### src/rtl/mem_dma_engine_pkg.sv
// Shared definitions for the DataMem block-transfer engine:
// memory opcodes, transfer modes and engine state encoding.
package mem_dma_engine_pkg;

    localparam int DEPTH = 256;
    localparam int AW    = 8;

    localparam logic [5:0] OP_LDW = 6'h23;
    localparam logic [5:0] OP_SDW = 6'h2b;

    localparam logic DMA_COPY = 1'b0;
    localparam logic DMA_FILL = 1'b1;

    typedef enum logic [1:0] {
        DMA_IDLE = 2'd0,
        DMA_RD   = 2'd1,
        DMA_WR   = 2'd2
    } dma_state_t;

endpackage

### src/rtl/mem_dma_engine.sv
// Block COPY/FILL engine owning the DataMem port while busy.
// Idle: MEM-stage signals pass straight through to memory.
module mem_dma_engine
    import mem_dma_engine_pkg::*;
#(
    parameter int DEPTH = mem_dma_engine_pkg::DEPTH,
    parameter int AW    = $clog2(DEPTH)
) (
    input  logic          CLK,
    input  logic          RST,
    input  logic          start,
    input  logic          mode,
    input  logic [31:0]   src,
    input  logic [31:0]   dst,
    input  logic [AW:0]   len,
    input  logic [31:0]   fill_val,
    output logic          busy,
    output logic          done,
    output logic          stall,
    input  logic [31:0]   cpu_addr,
    input  logic [31:0]   cpu_data,
    input  logic [5:0]    cpu_opcode,
    output logic [31:0]   cpu_rdata,
    output logic [31:0]   mem_addr,
    output logic [31:0]   mem_wdata,
    output logic [5:0]    mem_opcode,
    input  logic [31:0]   mem_rdata
);

    dma_state_t      state, state_nx;
    logic            mode_q;
    logic [AW-1:0]   src_q, dst_q, idx;
    logic [AW:0]     len_q;
    logic [31:0]     fill_q, buffer;
    logic            last;
    logic [AW-1:0]   rd_addr, wr_addr;
    logic            unused_hi;

    assign unused_hi = ^{src[31:AW], dst[31:AW]};

    assign last    = ({1'b0, idx} == len_q - 1'b1);
    assign rd_addr = src_q + idx;
    assign wr_addr = dst_q + idx;

    assign busy      = (state != DMA_IDLE);
    assign stall     = busy;
    assign cpu_rdata = mem_rdata;

    // State register, transfer context, index, read buffer, done pulse
    always_ff @(posedge CLK or posedge RST) begin
        if (RST) begin
            state  <= DMA_IDLE;
            mode_q <= DMA_COPY;
            src_q  <= '0;
            dst_q  <= '0;
            len_q  <= '0;
            fill_q <= '0;
            idx    <= '0;
            buffer <= '0;
            done   <= 1'b0;
        end else begin
            state <= state_nx;
            done  <= 1'b0;
            unique case (state)
                DMA_IDLE: begin
                    if (start) begin
                        mode_q <= mode;
                        src_q  <= src[AW-1:0];
                        dst_q  <= dst[AW-1:0];
                        len_q  <= len;
                        fill_q <= fill_val;
                        idx    <= '0;
                        if (len == '0)
                            done <= 1'b1;
                    end
                end
                DMA_RD: buffer <= mem_rdata;
                DMA_WR: begin
                    if (last)
                        done <= 1'b1;
                    else
                        idx <= idx + 1'b1;
                end
                default: ;
            endcase
        end
    end

    // Next state and memory-port mux
    always_comb begin
        state_nx   = state;
        mem_addr   = cpu_addr;
        mem_wdata  = cpu_data;
        mem_opcode = cpu_opcode;
        unique case (state)
            DMA_IDLE: begin
                if (start && len != '0)
                    state_nx = (mode == DMA_FILL) ? DMA_WR : DMA_RD;
            end
            DMA_RD: begin
                mem_addr   = {{(32-AW){1'b0}}, rd_addr};
                mem_wdata  = buffer;
                mem_opcode = OP_LDW;
                state_nx   = DMA_WR;
            end
            DMA_WR: begin
                mem_addr   = {{(32-AW){1'b0}}, wr_addr};
                mem_wdata  = (mode_q == DMA_FILL) ? fill_q : buffer;
                mem_opcode = OP_SDW;
                if (last)
                    state_nx = DMA_IDLE;
                else
                    state_nx = (mode_q == DMA_FILL) ? DMA_WR : DMA_RD;
            end
            default: state_nx = DMA_IDLE;
        endcase
    end

endmodule

### config.mk
export PLATFORM = sky130hd
export DESIGN_NAME = mem_dma_engine
export DESIGN_NICKNAME = d
export VERILOG_FILES = /design/src/rtl/mem_dma_engine_pkg.sv /design/src/rtl/mem_dma_engine.sv
export SDC_FILE = /design/constraint.sdc
export NUM_CORES = 1
export LEC_CHECK = 0
export ABC_AREA = 1
export BUFFER_PORTS_ARGS = -buffer_cell sky130_fd_sc_hd__buf_2
export CORE_UTILIZATION = 39
export CTS_CLUSTER_SIZE = 16
export DETAILED_ROUTE_END_ITERATION = 16
export HOLD_SLACK_MARGIN = 0.12
export PLACE_DENSITY = 0.76
export SLEW_MARGIN = 15
export SYNTH_ARGS = -nofsm -noshare
export SYNTH_HDL_FRONTEND = slang
export SYNTH_SLANG_ARGS = --single-unit
### constraint.sdc
create_clock -name CLK -period 4.4 [get_ports CLK]
set_input_delay 0.88 -clock CLK [delete_from_list [all_inputs] [get_ports CLK]]
set_output_delay 0.88 -clock CLK [all_outputs]
set_load 0.02 [all_outputs]
==> run summary, run 1 <==
STATUS
------------------------------------------------------------------------------
Run status                                                           completed

POWER AND IR DROP
------------------------------------------------------------------------------
Worst supply voltage drop on vdd                                   0.0003940 V
Static Leak                                                           4.196 nW
PwrDens                                                           788.6 nW/um^2
Power consumption                                                     5.986 mW

FLOORPLAN
------------------------------------------------------------------------------
Horizontal die dimension                                          126.5 microns
Area of the core region                                            15150 sq um
Chip Height                                                       126.5 microns
Site row count                                                              45
I/O pin cnt                                                                316
Die area                                                           16010 sq um
Initial Util                                                            39.94%

WORST SETUP PATH
------------------------------------------------------------------------------
Critical Path Fanout Max                                                    12
Slowest Stage Delay on Critical Path                                   0.43 ns
Category of the critical setup timing path                        flip-flop to output port
FF-to-FF setup slack                                                   2.24 ns
Critical path buffer and inverter count                                      2
Sort of element at the end of the critical path                    output port
Cells along the critical path                                     inv_1, ha_1, o21ai_0, ha_1, fa_1, nand3_1, nand3_1, nand2_1, nand2_1, a21oi_1, or2_2, nand3_1, nand2_1, buf_2
Element type at the critical path start                              flip-flop
Data required time at the worst endpoint                               3.52 ns
Cell with the largest stage delay on the worst path               sky130_fd_sc_hd__ha_1
Family with the most delay on the worst path                       adder cells
Data arrival time at the worst-slack endpoint                          3.06 ns

SYNTH
------------------------------------------------------------------------------
Cell accounting for the most synthesized area                     sky130_fd_sc_hd__dfrtp_1
Synth top area share                                                    41.78%
Async S/R FF share, synth                                               100.0%
Top post-synthesis cells by count                                 271 x sky130_fd_sc_hd__nand2_1, 101 x sky130_fd_sc_hd__dfrtp_1, 94 x sky130_fd_sc_hd__nor2_1
Number of flip-flops and latches in the synthesized netlist                101
Yosys Warn Count                                                             0
Most numerous cell in the Yosys netlist                           sky130_fd_sc_hd__nand2_1
Syn Std Cell Area                                                   6050 sq um
Unique masters post-synth                                                   35
Synthesized instance count                                                 793
Total nets after synthesis                                                1018
Largest cells by area after synthesis                             sky130_fd_sc_hd__dfrtp_1 42%, sky130_fd_sc_hd__nand2_1 17%, sky130_fd_sc_hd__mux2_2 7.3%
Mean instance size in the synthesized netlist                      7.629 sq um
Sequential fraction of the synthesis area                               41.78%
Most common flop cell mapped by yosys                             sky130_fd_sc_hd__dfrtp_1
EDFF count, synth                                                            0

DRT
------------------------------------------------------------------------------
Ratio of routed vias to standard cells                                   4.806
Wire per inst                                                     13.62 microns
Violation count after the first detailed-routing iteration                 346
Number of detailed-routing iterations run before antenna repair              4
Detailed-route via count                                                  5777
Routed Antenna Nets                                                          0
Remaining routing DRC violations                                             0
WL final                                                              16.38 mm

TIMING
------------------------------------------------------------------------------
Measured slew at the worst slew-check pin                            0.8136 ns
Setup TNS                                                                 0 ns
Final critical path time including I/O delays and setup               3.940 ns
Final setup violation count                                                  0
Max-slew violation total from the final report                               0
Clock tree skew after final layout                                  0.01033 ns
Worst hold margin                                                    0.4734 ns
Fin crit share                                                          89.54%
Max Freq                                                             253.8 MHz
Final hold viol count                                                        0
Unrepaired setup endpoints after global routing                             no
Slew HR                                                                 45.76%

GRT
------------------------------------------------------------------------------
Maximum number of pins on one net before global-route repair                66
Aggregate global routing overflow                                            0
Global-route wire length before repair                                26.01 mm
Global router's overall resource usage                                  20.91%
Number of global-route vias before repair                                 5295
Antenna violations before repair                                             0

FINISH
------------------------------------------------------------------------------
Finished layout cell area                                           7590 sq um
Area added between synthesis and finish                                 25.46%
Final Net Count                                                           1234
Total inserted antenna cells                                                 0
Share of layout cells above drive strength 1                            36.09%

CTS
------------------------------------------------------------------------------
Reg clk slew, reported paths                                           0.08 ns
Clk_lat worst skew                                                     0.36 ns
Quantity of gates resized following cts                                      0
Clock tree from TritonCTS                                                 done
Number of sinks handled by clock tree synthesis                            101
Level count of the clock H-tree                                              3
Number of buffers between clock root and the deepest sink                    2
Cell at the root of the clock tree                                sky130_fd_sc_hd__clkbuf_16
Post-CTS repair timing setup buffer count                                    0
Clock buffer count from CTS                                                  9
Hold-fix buffers, CTS                                                        0

FLOW RUN
------------------------------------------------------------------------------
Number of max-cap violations                                                 0

PLACEMENT
------------------------------------------------------------------------------
Dpl cell area                                                       7301 sq um
Final weighted congestion in routability-driven placement               0.8450
HPWL after detailed placement                                         11.95 mm
I/O Buffers                                                                267

HOLD PATH
------------------------------------------------------------------------------
Class of the tightest hold or removal check                       flip-flop to flip-flop

==> cell type report <==
class	count	area [sq um]
Clock buffer	9	225.2
Clock inverter	7	63.81
Fill cell	1499	7556
Inverter	71	269.0
Multi-Input combinational cell	549	2858
Sequential cell	101	2527
Tap cell	188	235.2
Timing Repair Buffer	277	1411
==> final timing paths <==
check,from,endpoint,cells after the start
max,state[0]$_DFFE_PP0P_,mem_addr[6],14
min in group asynchronous,RST,fill_q[28]$_DFFE_PP0P_,2
min reg2reg,buffer[1]$_DFFE_PP0N_,buffer[1]$_DFFE_PP0N_,2
max reg2reg,state[0]$_DFFE_PP0P_,idx[5]$_DFFE_PP0P_,8
max in group asynchronous,RST,fill_q[2]$_DFFE_PP0P_,3
min,buffer[1]$_DFFE_PP0N_,buffer[1]$_DFFE_PP0N_,2
==> cell families (layout without fill, tap and decap cells) <==
family / count (synthesis) / in the layout / share of synthesized area (%)
adder cells (fa/ha/maj): 14 / 14 / 3.020
flip-flops: 101 / 101 / 41.78
AO/OA/AOI/OAI: 72 / 72 / 7.032
XOR/XNOR: 11 / 11 / 1.593
AND/OR/NAND/NOR: 413 / 413 / 28.00
multiplexers: 39 / 39 / 7.260
buffers and inverters: 143 / 364 / 11.31
==> cell usage in the layout (no fill, tap or decap), drive strengths merged, types with 13 or more instances in the layout <==
| cell | synthesis | final |
|---|---|---|
| mux2 | 39 | 39 |
| nor2 | 101 | 101 |
| a21oi | 25 | 25 |
| nand3 | 20 | 20 |
| ha | 13 | 13 |
| dfrtp | 101 | 101 |
| nand2 | 276 | 276 |
| buf | 51 | 277 |
| inv | 70 | 75 |
| o21ai | 14 | 14 |
| a31oi | 26 | 26 |
==> power breakdown <==
group	total (mW)	switching, mW	leakage (nW)	internal (mW)
combinational	3.58	2.33	2.84	1.25
clock	0.790	0.391	0.142	0.399
sequential	1.62	0.261	1.21	1.36
total	5.99	2.98	4.20	3.01
==> layer usage <==
metal	share of wire, %	wire [microns]	global-route usage, %
met5	0	0	0
met4	2.3	384	8.009
met3	5.7	939	4.724
met2	49	7976	35.62
met1	43	7076	25.79
==> registers in the layout, summed over array words and instances, names as in the netlist <==
name,flops
state,2
idx,8
dst_q,8
len_q,9
src_q,8
buffer,32
done,1
mode_q,1
fill_q,32
==> through the flow <==
stage	std cells	utilization, %	worst slack (ns)
after floorplan	793	-	0.8729
after global placement	1186	48.20	0.8812
after detailed placement	1186	48.20	0.8420
after CTS	1202	50.11	0.4365
after global routing	1202	50.11	0.1273
final	1202	50.11	0.4603
==> tightest hold or removal path: stages, from the launching register on <==
cell and delay [ns]:
sky130_fd_sc_hd__dfrtp_1 0.35, sky130_fd_sc_hd__nand2_1 0.05, sky130_fd_sc_hd__nand2_1 0.04
Power figures use the tool's default switching activity.
==> run 2: changes to the inputs <==
--- a/config.mk
+++ b/config.mk
@@ -7,6 +7,7 @@
 export LEC_CHECK = 0
 export ABC_AREA = 1
 export BUFFER_PORTS_ARGS = -buffer_cell sky130_fd_sc_hd__buf_2
+export CORE_ASPECT_RATIO = 1.75
 export CORE_UTILIZATION = 39
 export CTS_CLUSTER_SIZE = 16
 export DETAILED_ROUTE_END_ITERATION = 16
==> run 2 against run 1 <==
Combinational power hardly changed. Clock-buffer cell count is 1 higher. Setup slack better by 0.086 ns. Highest routed layer unchanged.
==> run summary, run 2 (synthesized netlist as in run 1, its figures left out) <==
STATUS
------------------------------------------------------------------------------
Run status                                                           completed

POWER AND IR DROP
------------------------------------------------------------------------------
Worst supply voltage drop on vdd                                   0.0004492 V
Power consumption                                                     5.994 mW
PwrDens                                                           791.1 nW/um^2
Static Leak                                                           4.189 nW

FLOORPLAN
------------------------------------------------------------------------------
Initial Util                                                            40.37%
Die area                                                           16030 sq um
I/O pin cnt                                                                316
Chip Height                                                       166.8 microns
Site row count                                                              59
Area of the core region                                            14990 sq um
Horizontal die dimension                                          96.15 microns

TIMING
------------------------------------------------------------------------------
Worst hold margin                                                    0.4730 ns
Max-slew violation total from the final report                               0
Clock tree skew after final layout                                  0.01156 ns
Final setup violation count                                                  0
Crit path setup slack, layout                                        0.5461 ns
Fin crit share                                                          87.59%
Slew HR                                                                 49.83%
Final critical path time including I/O delays and setup               3.854 ns
Measured slew at the worst slew-check pin                            0.7525 ns
Unrepaired setup endpoints after global routing                             no
Max Freq                                                             259.5 MHz
Setup TNS                                                                 0 ns
Final hold viol count                                                        0

PLACEMENT
------------------------------------------------------------------------------
Dpl ws                                                               0.9273 ns
HPWL after detailed placement                                         12.86 mm
Final weighted congestion in routability-driven placement               0.8744
I/O Buffers                                                                267

WORST SETUP PATH
------------------------------------------------------------------------------
FF-to-FF setup slack                                                   2.21 ns
Cells along the critical path                                     inv_1, ha_1, buf_4, o21ai_0, ha_1, nand3_1, nand2_1, nand2_1, nand2_1, a21oi_1, or2_2, nand3_1, nand2_1, buf_2
Source of the worst register-to-register timing path              state[0]$_DFFE_PP0P_
Category of the critical setup timing path                        flip-flop to output port
Number of cell instances on the worst register-to-register path              5
Data arrival time at the worst-slack endpoint                          2.97 ns
Critical Path Sink                                                 mem_addr[5]
Cell with the largest stage delay on the worst path               sky130_fd_sc_hd__dfrtp_1
Critical path buffer and inverter count                                      3
Origin of the worst setup path                                    state[0]$_DFFE_PP0P_
Slowest Stage Delay on Critical Path                                   0.42 ns
Sort of element at the end of the critical path                    output port
Data required time at the worst endpoint                               3.52 ns
Critical Path Fanout Max                                                    12
WP depth                                                                    14
Dominant cell type by count on the critical path                  sky130_fd_sc_hd__nand2_1
Family with the most delay on the worst path                      simple AND/OR/NAND/NOR gates
FF-to-FF End                                                      dst_q[7]$_DFFE_PP0P_
Element type at the critical path start                              flip-flop

FLOW RUN
------------------------------------------------------------------------------
Number of max-cap violations                                                 0

DRT
------------------------------------------------------------------------------
Detailed-route via count                                                  5727
Remaining routing DRC violations                                             0
Wire per inst                                                     14.26 microns
Ratio of routed vias to standard cells                                   4.784
Routed Antenna Nets                                                          0
Violation count after the first detailed-routing iteration                 273
Number of detailed-routing iterations run before antenna repair              4
WL final                                                              17.07 mm

FINISH
------------------------------------------------------------------------------
Total inserted antenna cells                                                 0
Most used cells in the layout excluding fill and tap cells        270 x sky130_fd_sc_hd__nand2_1, 267 x sky130_fd_sc_hd__buf_2, 101 x sky130_fd_sc_hd__dfrtp_1
Top Registers                                                     buffer: 32 flops, fill_q: 32 flops, len_q: 9 flops
Post-layout util                                                        50.56%
Area added between synthesis and finish                                 25.25%
Commonest non-fill, non-tap cell in the layout                    sky130_fd_sc_hd__nand2_1
Number of filler instances in the final layout                            1485
Final Net Count                                                           1234
Share of layout cells above drive strength 1                            36.00%

CTS
------------------------------------------------------------------------------
Cell at the root of the clock tree                                sky130_fd_sc_hd__clkbuf_16
Post-CTS repair timing setup buffer count                                    0
Level count of the clock H-tree                                              3
Number of buffers between clock root and the deepest sink                    2
Number of sinks handled by clock tree synthesis                            101
Clk_lat worst skew                                                     0.35 ns
Reg clk slew, reported paths                                           0.07 ns
Hold-fix buffers, CTS                                                        0
Quantity of gates resized following cts                                      0
Clock buffer count from CTS                                                  9
Clock tree from TritonCTS                                                 done

GRT
------------------------------------------------------------------------------
Aggregate global routing overflow                                            0
Global-route wire length before repair                                26.92 mm
Global router's overall resource usage                                  21.67%
Number of global-route vias before repair                                 5698
Antenna violations before repair                                             0
Maximum number of pins on one net before global-route repair                61

HOLD PATH
------------------------------------------------------------------------------
Worst min-delay path startpoint                                   buffer[30]$_DFFE_PP0N_
Class of the tightest hold or removal check                       flip-flop to flip-flop

[run 2: changes by cell type in the layout (fill, tap and decap cells not counted), sizes merged]
| cell | change |
|---|---|
| clkbuf | +1 |
| clkinv | +1 |
| inv | -2 |
[run 2: layout make-up]
cell class              count  area [sq um]  share of cell area, %
clock inverters             6         53.80                 0.7100
multi-input cells         549          2858                  37.71
well taps                 183         229.0                  3.022
inverters                  71         269.0                  3.550
flip-flops and latches    101          2527                  33.36
repair buffers            277          1411                  18.63
clock buffers              10         229.0                  3.022
[run 2: routing by layer]
| metal | part of all wire [%] | up-vias | global-route usage [%] |
|---|---|---|---|
| met1 | 39 | 2646 | 22.62 |
| li1 | - | 2889 | - |
| met2 | 55 | 168 | 41.50 |
| met5 | 0 | - | 0 |
| met4 | 2.2 | 0 | 7.657 |
| met3 | 4.4 | 24 | 3.653 |
[run 2: how the worst min path moves through the flow]
stage                                  end  slack [ns]  cells after the start
floorplan           buffer[10]$_DFFE_PP0N_        0.44                      2
CTS                  buffer[0]$_DFFE_PP0N_        0.48                      2
detailed placement  buffer[16]$_DFFE_PP0N_        0.46                      2
global route         buffer[0]$_DFFE_PP0N_        0.51                      2
finish              buffer[30]$_DFFE_PP0N_        0.47                      2
global placement     buffer[7]$_DFFE_PP0N_        0.45                      2
[run 2: worst register-to-register path, delay by kind of cell, from the launching register on]
family / cells / cell delay, ns
buffers and inverters: 2 / 0.56
flip-flops: 1 / 0.40
adder cells (fa/ha/maj): 1 / 0.20
AND/OR/NAND/NOR: 1 / 0.54
multiplexers: 1 / 0.38
[run 2: report_power, final]
part	total, mW	switching (mW)	internal, mW
logic	3.61	2.36	1.25
registers	1.62	0.261	1.36
clock network	0.768	0.373	0.395
[run 2: stage by stage]
| step | std cells | cell area, sq um |
|---|---|---|
| 2_1_floorplan | 793 | 6050 |
| 3_3_place_gp | 1181 | 7295 |
| 3_5_place_dp | 1181 | 7295 |
| 4_1_cts | 1197 | 7577 |
| 5_1_grt | 1197 | 7577 |
| 6_report | 1197 | 7577 |
==> run 3: changes to the inputs <==
--- a/config.mk
+++ b/config.mk
@@ -12,6 +12,7 @@
 export CTS_CLUSTER_SIZE = 16
 export DETAILED_ROUTE_END_ITERATION = 16
 export HOLD_SLACK_MARGIN = 0.12
+export MAX_ROUTING_LAYER = met4
 export PLACE_DENSITY = 0.76
 export SLEW_MARGIN = 15
 export SYNTH_ARGS = -nofsm -noshare
==> run 3 against run 2 <==
Clock skew increased by 0.0021 ns. Register-to-register slack about the same. Worst hold slack about the same. Cell area unchanged. Utilization unchanged. Critical path type unchanged. Largest cell class unchanged. Largest power group unchanged.
==> run summary, run 3 (synthesized netlist as in run 1, its figures left out) <==
STATUS
------------------------------------------------------------------------------
Run status                                                           completed

WORST SETUP PATH
------------------------------------------------------------------------------
Number of cell instances on the worst register-to-register path              5
FF-to-FF End                                                      dst_q[7]$_DFFE_PP0P_
Data required time at the worst endpoint                               3.52 ns
Element type at the critical path start                              flip-flop
Critical Path Fanout Max                                                    12
Category of the critical setup timing path                        flip-flop to output port
Sort of element at the end of the critical path                    output port
FF-to-FF setup slack                                                   2.21 ns
Source of the worst register-to-register timing path              state[1]$_DFFE_PP0P_
Data arrival time at the worst-slack endpoint                          2.96 ns

FLOORPLAN
------------------------------------------------------------------------------
Area of the core region                                            14990 sq um
Die area                                                           16030 sq um
Site row count                                                              59
I/O pin cnt                                                                316
Initial Util                                                            40.37%
Chip Height                                                       166.8 microns
Horizontal die dimension                                          96.15 microns

TIMING
------------------------------------------------------------------------------
Setup TNS                                                                 0 ns
Unrepaired setup endpoints after global routing                             no
Final critical path time including I/O delays and setup               3.841 ns
Slew HR                                                                 50.17%
Max-slew violation total from the final report                               0
Final hold viol count                                                        0
Max Freq                                                             260.4 MHz
Measured slew at the worst slew-check pin                            0.7474 ns
Fin crit share                                                          87.29%
Worst hold margin                                                    0.4727 ns
Final setup violation count                                                  0
Clock tree skew after final layout                                  0.01369 ns

GRT
------------------------------------------------------------------------------
Antenna violations before repair                                             0
Maximum number of pins on one net before global-route repair                61
Number of global-route vias before repair                                 5687
Global-route wire length before repair                                26.94 mm
Aggregate global routing overflow                                            0
Global router's overall resource usage                                  22.34%

FINISH
------------------------------------------------------------------------------
Post-layout util                                                        50.56%
Area added between synthesis and finish                                 25.25%
Top Registers                                                     buffer: 32 flops, fill_q: 32 flops, len_q: 9 flops
Non-filler instance count after layout                                    1197
Total inserted antenna cells                                                 0
Most used cells in the layout excluding fill and tap cells        270 x sky130_fd_sc_hd__nand2_1, 267 x sky130_fd_sc_hd__buf_2, 101 x sky130_fd_sc_hd__dfrtp_1
Commonest non-fill, non-tap cell in the layout                    sky130_fd_sc_hd__nand2_1
Share of layout cells above drive strength 1                            36.00%
Number of filler instances in the final layout                            1485
Final Net Count                                                           1234

PLACEMENT
------------------------------------------------------------------------------
Final weighted congestion in routability-driven placement               0.8887
Number of instances in the placed design                                  1181
HPWL after detailed placement                                         12.86 mm
I/O Buffers                                                                267

CTS
------------------------------------------------------------------------------
Clock buffer count from CTS                                                  9
Number of sinks handled by clock tree synthesis                            101
Cell at the root of the clock tree                                sky130_fd_sc_hd__clkbuf_16
Quantity of gates resized following cts                                      0
Number of buffers between clock root and the deepest sink                    2
Level count of the clock H-tree                                              3
Hold-fix buffers, CTS                                                        0
Reg clk slew, reported paths                                           0.07 ns
Clk_lat worst skew                                                     0.35 ns
Post-CTS repair timing setup buffer count                                    0
Clock tree from TritonCTS                                                 done

POWER AND IR DROP
------------------------------------------------------------------------------
PwrDens                                                           791.4 nW/um^2
Static Leak                                                           4.189 nW
Part of the total power dissipated in combinational logic                60.2%
Int Power                                                             3.002 mW
Clock group share of total power                                         12.8%
Worst supply voltage drop on vdd                                   0.0004506 V
Part of the total power dissipated in sequential elements                27.0%
Sw Share                                                                49.94%
Switching power summed over all nets                                  2.995 mW

HOLD PATH
------------------------------------------------------------------------------
Min-Delay Endpoint                                                buffer[30]$_DFFE_PP0N_
Worst min-delay path startpoint                                   buffer[30]$_DFFE_PP0N_
Hold Path Stages                                                             2
Class of the tightest hold or removal check                       flip-flop to flip-flop

DRT
------------------------------------------------------------------------------
Wire per inst                                                     14.27 microns
Violation count after the first detailed-routing iteration                 254
Number of detailed-routing iterations run before antenna repair              5
Routed Antenna Nets                                                          0
Detailed-route via count                                                  5746
WL final                                                              17.08 mm
Remaining routing DRC violations                                             0
Ratio of routed vias to standard cells                                   4.800

FLOW RUN
------------------------------------------------------------------------------
Number of max-cap violations                                                 0

[run 3: cell counts in the layout (fill, tap and decap cells not counted)]
No cell type changed its count.
[run 3: cell type report]
cell class / instances / area, sq um / area share, %
flip-flops and latches: 101 / 2527 / 33.36
well taps: 183 / 229.0 / 3.022
multi-input cells: 549 / 2858 / 37.71
repair buffers: 277 / 1411 / 18.63
inverters: 71 / 269.0 / 3.550
clock buffers: 10 / 229.0 / 3.022
clock inverters: 6 / 53.80 / 0.7100
[run 3: critical path: stages, from the launching register on]
cell and delay, ns:
sky130_fd_sc_hd__dfrtp_1 0.41, sky130_fd_sc_hd__inv_1 0.13, sky130_fd_sc_hd__ha_1 0.27, sky130_fd_sc_hd__buf_4 0.24
sky130_fd_sc_hd__o21ai_0 0.13, sky130_fd_sc_hd__ha_1 0.37, sky130_fd_sc_hd__nand3_1 0.11, sky130_fd_sc_hd__nand2_1 0.12
sky130_fd_sc_hd__nand2_1 0.08, sky130_fd_sc_hd__nand2_1 0.07, sky130_fd_sc_hd__a21oi_1 0.07, sky130_fd_sc_hd__or2_2 0.28
sky130_fd_sc_hd__nand3_1 0.10, sky130_fd_sc_hd__nand2_1 0.06, sky130_fd_sc_hd__buf_2 0.15
[run 3: metrics by stage]
| stage | power [mW] | instance area (sq um) | setup slack, ns |
|---|---|---|---|
| floorplan | 4.135 | 6050 | 0.8729 |
| CTS | 6.047 | 7577 | 0.5507 |
| global route | 6.481 | 7577 | 0.2427 |
| detailed placement | 5.257 | 7295 | 0.9273 |
| global placement | 5.191 | 7295 | 0.9385 |
| finish | 5.996 | 7577 | 0.5590 |
[run 3: metal layers]
metal / GRT usage [%] / vias up / wire [microns]
met1: 22.93 / 2671 / 6570
li1: - / 2891 / -
met3: 3.425 / 18 / 768
met4: 7.657 / 0 / 275
met2: 41.44 / 166 / 9462
met5: - / - / 0
[run 3: power groups by stage]
stage,Clock [mW],Sequential (mW),Combinational (mW)
2_1_floorplan,0,1.56,2.58
3_3_place_gp,0,1.61,3.58
3_5_place_dp,0,1.63,3.63
4_1_cts,0.791,1.62,3.64
5_1_grt,0.831,1.68,3.97
6_report,0.767,1.62,3.61
[run 3: worst max path at each step]
stage,from,endpoint,depth (start not counted)
floorplan,RST,buffer[0]$_DFFE_PP0N_,1
global placement,state[1]$_DFFE_PP0P_,mem_wdata[0],6
detailed placement,state[0]$_DFFE_PP0P_,mem_addr[7],16
CTS,state[1]$_DFFE_PP0P_,mem_wdata[0],6
global route,state[0]$_DFFE_PP0P_,mem_addr[7],16
finish,state[0]$_DFFE_PP0P_,mem_addr[5],14
